[config.mk]
export PLATFORM = sky130hd
export DESIGN_NAME = uart_tx_fifo
export DESIGN_NICKNAME = d
export VERILOG_FILES = /design/src/rtl/uart_pkg.sv /design/src/rtl/uart_sync_fifo.sv /design/src/rtl/uart_tx_fifo.sv
export SDC_FILE = /design/constraint.sdc
export NUM_CORES = 1
export LEC_CHECK = 0
export ABC_CLOCK_PERIOD_IN_PS = 8100
export BUFFER_PORTS_ARGS = -buffer_cell sky130_fd_sc_hd__buf_4
export CELL_PAD_IN_SITES_DETAIL_PLACEMENT = 0
export CELL_PAD_IN_SITES_GLOBAL_PLACEMENT = 1
export CORE_ASPECT_RATIO = 2
export CORE_MARGIN = 2
export CORE_UTILIZATION = 35
export CTS_CLUSTER_SIZE = 10
export DETAILED_ROUTE_END_ITERATION = 10
export MAX_ROUTING_LAYER = met4
export PLACE_DENSITY_LB_ADDON = 0.1
export SYNTH_ARGS = -nofsm -noshare
export SYNTH_HDL_FRONTEND = slang
export SYNTH_SLANG_ARGS = --single-unit
[constraint.sdc]
create_clock -name i_Clock -period 8.1 [get_ports i_Clock]
set_clock_uncertainty 0.05 [all_clocks]
set_input_delay 1.215 -clock i_Clock [delete_from_list [all_inputs] [get_ports i_Clock]]
set_output_delay 1.215 -clock i_Clock [all_outputs]
set_load 0.01 [all_outputs]
[src/rtl/uart_pkg.sv]
// Shared constants for the UART transmit path: parity modes and FSM state encoding.
package uart_pkg;

   localparam int PAR_NONE = 0;
   localparam int PAR_ODD  = 1;
   localparam int PAR_EVEN = 2;

   typedef logic [2:0] state_t;

   localparam state_t ST_IDLE   = 3'd0;
   localparam state_t ST_START  = 3'd1;
   localparam state_t ST_DATA   = 3'd2;
   localparam state_t ST_PARITY = 3'd3;
   localparam state_t ST_STOP   = 3'd4;

endpackage

[src/rtl/uart_sync_fifo.sv]
// Single-clock FIFO with first-word fall-through read data and an occupancy count.
module uart_sync_fifo #(
   parameter int WIDTH = 8,
   parameter int DEPTH = 16
) (
   input  logic                     clk,
   input  logic                     rst_n,
   input  logic                     wr_en,
   input  logic [WIDTH-1:0]         wr_data,
   input  logic                     rd_en,
   output logic [WIDTH-1:0]         rd_data,
   output logic [$clog2(DEPTH):0]   count,
   output logic                     full,
   output logic                     empty
);

   localparam int AW = $clog2(DEPTH);
   localparam logic [AW:0] CNT_FULL = (AW+1)'(DEPTH);

   logic [WIDTH-1:0] mem_q [DEPTH];
   logic [AW-1:0]    wptr_q, wptr_d, rptr_q, rptr_d;
   logic [AW:0]      cnt_q, cnt_d;
   logic             do_wr, do_rd;

   assign full    = (cnt_q == CNT_FULL);
   assign empty   = (cnt_q == '0);
   assign count   = cnt_q;
   assign rd_data = mem_q[rptr_q];

   // A write is gated by full alone, so a pop in the same cycle cannot free a slot for it.
   always_comb begin
      do_wr  = wr_en & ~full;
      do_rd  = rd_en & ~empty;
      wptr_d = do_wr ? wptr_q + AW'(1) : wptr_q;
      rptr_d = do_rd ? rptr_q + AW'(1) : rptr_q;
      cnt_d  = cnt_q;
      case ({do_wr, do_rd})
         2'b10:   cnt_d = cnt_q + (AW+1)'(1);
         2'b01:   cnt_d = cnt_q - (AW+1)'(1);
         default: cnt_d = cnt_q;
      endcase
   end

   always_ff @(posedge clk) begin
      if (!rst_n) begin
         wptr_q <= '0;
         rptr_q <= '0;
         cnt_q  <= '0;
      end else begin
         wptr_q <= wptr_d;
         rptr_q <= rptr_d;
         cnt_q  <= cnt_d;
      end
   end

   always_ff @(posedge clk) begin
      if (do_wr) mem_q[wptr_q] <= wr_data;
   end

endmodule

[src/rtl/uart_tx_fifo.sv]
// UART transmitter fed by a word FIFO; frames go out back-to-back while words remain queued.
module uart_tx_fifo
   import uart_pkg::*;
#(
   parameter int CLKS_PER_BIT = 434,
   parameter int DATA_BITS    = 8,
   parameter int PARITY       = 0,
   parameter int STOP_BITS    = 1,
   parameter int FIFO_DEPTH   = 16
) (
   input  logic                          i_Clock,
   input  logic                          i_Rst_n,
   input  logic                          i_Tx_DV,
   input  logic [DATA_BITS-1:0]          i_Tx_Byte,
   output logic                          o_Tx_Ready,
   output logic                          o_Tx_Active,
   output logic                          o_Tx_Serial,
   output logic                          o_Tx_Done,
   output logic                          o_Overflow,
   output logic [$clog2(FIFO_DEPTH):0]   o_Fifo_Count
);

   localparam int            TW     = $clog2(CLKS_PER_BIT);
   localparam logic [TW-1:0] T_LAST = TW'(CLKS_PER_BIT - 1);
   localparam logic [3:0]    D_LAST = 4'(DATA_BITS - 1);
   localparam logic [3:0]    S_LAST = 4'(STOP_BITS - 1);
   localparam logic          ODD    = (PARITY == PAR_ODD);

   state_t               state_q, state_d;
   logic [TW-1:0]        tmr_q, tmr_d;
   logic [3:0]           bit_q, bit_d;
   logic [DATA_BITS-1:0] shf_q, shf_d;
   logic                 par_q, par_d;
   logic                 serial_q, serial_d;
   logic                 active_q, active_d;
   logic                 done_q, done_d;
   logic                 done_dly_q, done_dly_d;
   logic                 ovf_q, ovf_d;
   logic                 tick, pop;
   logic [DATA_BITS-1:0] fifo_head;
   logic                 fifo_full, fifo_empty;

   uart_sync_fifo #(
      .WIDTH (DATA_BITS),
      .DEPTH (FIFO_DEPTH)
   ) u_fifo (
      .clk     (i_Clock),
      .rst_n   (i_Rst_n),
      .wr_en   (i_Tx_DV),
      .wr_data (i_Tx_Byte),
      .rd_en   (pop),
      .rd_data (fifo_head),
      .count   (o_Fifo_Count),
      .full    (fifo_full),
      .empty   (fifo_empty)
   );

   assign tick = (tmr_q == T_LAST);

   always_comb begin
      state_d    = state_q;
      tmr_d      = tick ? '0 : tmr_q + TW'(1);
      bit_d      = bit_q;
      shf_d      = shf_q;
      par_d      = par_q;
      done_d     = 1'b0;
      pop        = 1'b0;
      case (state_q)
         ST_IDLE: begin
            tmr_d = '0;
            pop   = ~fifo_empty;
         end
         ST_START: begin
            if (tick) begin
               state_d = ST_DATA;
               bit_d   = '0;
            end
         end
         ST_DATA: begin
            if (tick) begin
               shf_d = shf_q >> 1;
               if (bit_q == D_LAST) begin
                  bit_d   = '0;
                  state_d = (PARITY != PAR_NONE) ? ST_PARITY : ST_STOP;
               end else begin
                  bit_d = bit_q + 4'd1;
               end
            end
         end
         ST_PARITY: begin
            if (tick) begin
               state_d = ST_STOP;
               bit_d   = '0;
            end
         end
         ST_STOP: begin
            if (tick) begin
               if (bit_q == S_LAST) begin
                  done_d  = 1'b1;
                  state_d = ST_IDLE;
                  pop     = ~fifo_empty;
               end else begin
                  bit_d = bit_q + 4'd1;
               end
            end
         end
         default: state_d = ST_IDLE;
      endcase

      // Parity is fixed at load time so later FIFO writes cannot disturb the frame in flight.
      if (pop) begin
         state_d = ST_START;
         tmr_d   = '0;
         bit_d   = '0;
         shf_d   = fifo_head;
         par_d   = (^fifo_head) ^ ODD;
      end

      case (state_q)
         ST_START:  serial_d = 1'b0;
         ST_DATA:   serial_d = shf_q[0];
         ST_PARITY: serial_d = par_q;
         default:   serial_d = 1'b1;
      endcase

      // Line, active and done trail the FSM by one register; done lands right after the frame.
      active_d   = (state_q != ST_IDLE);
      done_dly_d = done_q;
      ovf_d      = i_Tx_DV & fifo_full;
   end

   always_ff @(posedge i_Clock) begin
      if (!i_Rst_n) begin
         state_q    <= ST_IDLE;
         tmr_q      <= '0;
         bit_q      <= '0;
         shf_q      <= '0;
         par_q      <= 1'b0;
         serial_q   <= 1'b1;
         active_q   <= 1'b0;
         done_q     <= 1'b0;
         done_dly_q <= 1'b0;
         ovf_q      <= 1'b0;
      end else begin
         state_q    <= state_d;
         tmr_q      <= tmr_d;
         bit_q      <= bit_d;
         shf_q      <= shf_d;
         par_q      <= par_d;
         serial_q   <= serial_d;
         active_q   <= active_d;
         done_q     <= done_d;
         done_dly_q <= done_dly_d;
         ovf_q      <= ovf_d;
      end
   end

   assign o_Tx_Serial = serial_q;
   assign o_Tx_Active = active_q;
   assign o_Tx_Done   = done_dly_q;
   assign o_Overflow  = ovf_q;
   assign o_Tx_Ready  = ~fifo_full;

endmodule

==> results.ini <==
[run_status]
outcome=finished, final reports clean

[clocking]
ctsHoldBuffers=0
cts_num_sinks=175
path_clk_slew_ps=70
cts-resized-gates=0
cts_tree=done
clk_latency_ps=430
cts-root-buf=clkbuf_16
clockBufferDepth=2
postCtsSetupBuffers=0
htree_levels=4
cts_made_buffers=17

[route]
drc_errors=0
vias=3811
routed_wl_um=15080
drt_iter0_markers=250
viasPerCell=4.917
wire_per_inst_um=19.46
drtAntennaViolNets=0
drtPass1Iterations=5

[floorplan]
die_area_um2=21920
rows=74
dieWidth_um=105.7
core_um2=20370
ios=21
die_h_um=207.4
initial_core_util_pct=35.55

[flow_run]
drv_cap=0

[logic_synthesis]
ys_types=48
yosysWarnings=0
synth-seq-cells=175
synthTopCellsByCount=edfxtp_1, dfxtp_1, nor2_1
yosysTopAreaCell=edfxtp_1
synth_edf_count=128
synth.most_common_cell=edfxtp_1
yosys-top-cells-area=edfxtp_1, dfxtp_1, mux4_2, mux4_1, nor2_1
synth.top_cell.area_share_pct=53.08
avgSynthCellArea_um2=15.18
syn-cell-area_um2=7241
ys_async_sr_fraction_pct=0
yosysSeqAreaShare_pct=66.08
synth_top_flop_cell=edfxtp_1
syn-num-nets=499
postSynthCellCount=477

[min_path]
min_path_type=register to register
hp-start=done_dly_d$_SDFF_PN0_

[worst_setup_path]
crit_type=register to register
crit_family=simple AND/OR/NAND/NOR gates
start_kind=register
crit_cells=13
end_kind=register
arrival_ps=3630
timing.rr.end=u_fifo.count[4]$_SDFFE_PN0P_
path_buf_inv=2
r2r-start=bit_q[0]$_SDFFE_PP0P_
cp_max_fo=21
r2r_cells=13
crit_end=u_fifo.count[4]$_SDFFE_PN0P_
cpPeakStageDelay_ps=450
path_common_cell=ha_1
crit_slowest_cell=ha_1
reg2reg_slack_ps=4780
cp-startpoint=bit_q[0]$_SDFFE_PP0P_
required_ps=8400
cp_cell_sequence=inv_1, ha_1, nor3b_1, a41oi_1, nor2_2, buf_4, ha_1, xor2_1, ha_1, a32oi_1, xor2_1, or3_1, a21boi_0

[sta]
drv_slew=0
tns_ps=0
final.period_utilization_pct=41.01
fin_hold_ws_ps=398.3
clock.fmax_mhz=301.0
rsz0062_at_grt=no
final_hold_viol_count=0
worst_pin_slew_ps=976.9
finalCriticalPeriod_ps=3322
timing.final.ws_setup_ps=4778
slew_headroom_pct=34.63
final-setup-viol-count=0

[place]
io_buffers=20
dp.cells=743
gp_congestion=0.7604
post-dp-hpwl_um=10620
place_ws_ps=4578
place_area_um2=7606

[cells_and_area]
n_fill_cell=1904
nNetsFinal=518
finalNonFillerCells=775
final_layout_size_suffix_gt1_share_pct=16.70
stdcell_area_um2=8193
area_growth_pct=13.15
antenna_cells=0

[grt]
grt_pass1_wl_um=23600
grt_pass1_vias=4104
grt_max_degree=34
overflow=0
track_usage_pct=15.13
antenna_found_initial=0

[power_and_ir_drop]
ir_drop_mv=0.1317
p_per_area_nw_per_um2=308.8
leakage_nw=2.764

==> metal layers <==
layer  vias to the layer above  wire length (µm)  global-route usage, %  part of all wire, %
met5                         -                 0                      -                    0
met4                         0               303                  5.853                  2.0
met3                        19               299                  2.951                  2.0
met2                        51              9285                  29.28                   62
met1                      1906              5189                  14.24                   34
li1                       1835                 -                      -                    -
==> worst min-delay path by stage <==
stage | slack [ps] | end | cells after the start
final | 400 | o_Tx_Done$_SDFF_PN0_ | 1
after global routing | 440 | o_Tx_Done$_SDFF_PN0_ | 1
after CTS | 410 | o_Tx_Done$_SDFF_PN0_ | 1
after detailed placement | 390 | o_Tx_Done$_SDFF_PN0_ | 1
after global placement | 390 | o_Tx_Done$_SDFF_PN0_ | 1
after floorplan | 360 | o_Tx_Done$_SDFF_PN0_ | 1
==> report_power, final <==
group	total (mW)	internal [mW]	leakage [nW]	switching, mW
Combinational	0.638	0.289	0.941	0.349
Sequential	1.08	1.03	1.54	0.0508
Clock	0.814	0.459	0.284	0.355
==> per-stage QoR <==
step	total power [mW]	utilization, %
after floorplan	1.610	-
after global placement	1.743	37.34
after detailed placement	1.750	37.34
after CTS	2.572	40.22
after global routing	2.671	40.22
final	2.530	40.22
==> sequential cells by signal (all words and copies together), names as in the netlist, named ones only <==
register,cells
o_Tx_Done,1
o_Tx_Active,1
shf_q,8
u_fifo.rptr_q,4
par_q,1
u_fifo.count,5
bit_q,4
done_dly_d,1
u_fifo.wptr_q,4
o_Overflow,1
u_fifo.mem_q,128
tmr_q,9
o_Tx_Serial,1
state_q,3
==> cell type report <==
class | instances | area (µm²) | share of cell area (%)
multi-input cells | 267 | 2270 | 27.70
clock buffers | 17 | 425.4 | 5.192
clock inverters | 15 | 161.4 | 1.970
repair buffers | 23 | 172.7 | 2.108
flip-flops and latches | 175 | 4786 | 58.41
inverters | 12 | 45.04 | 0.5498
well taps | 266 | 332.8 | 4.062
==> cells by family after synthesis <==
kind of cell	Yosys count	share of synthesized area, %
muxes	41	11.66
DFF	175	66.08
buffers and inverters	35	2.886
xor gates and xnor gates	25	3.024
adders and majority gates	11	1.901
and+or+nand+nor	130	8.657
AOI/OAI and AO/OA	60	5.789
==> layout by cell type, fill, tap and decap left out, types with 13 or more instances in the layout <==
cell type / count
edfxtp_1: 128
clkbuf_16: 17
buf_4: 23
and2_1: 13
nand2_1: 35
dfxtp_1: 46
mux4_2: 23
nor2_1: 37
xnor2_1: 16
a22oi_1: 18
o21ai_0: 13
No activity file was read; power rests on OpenSTA's default activity.
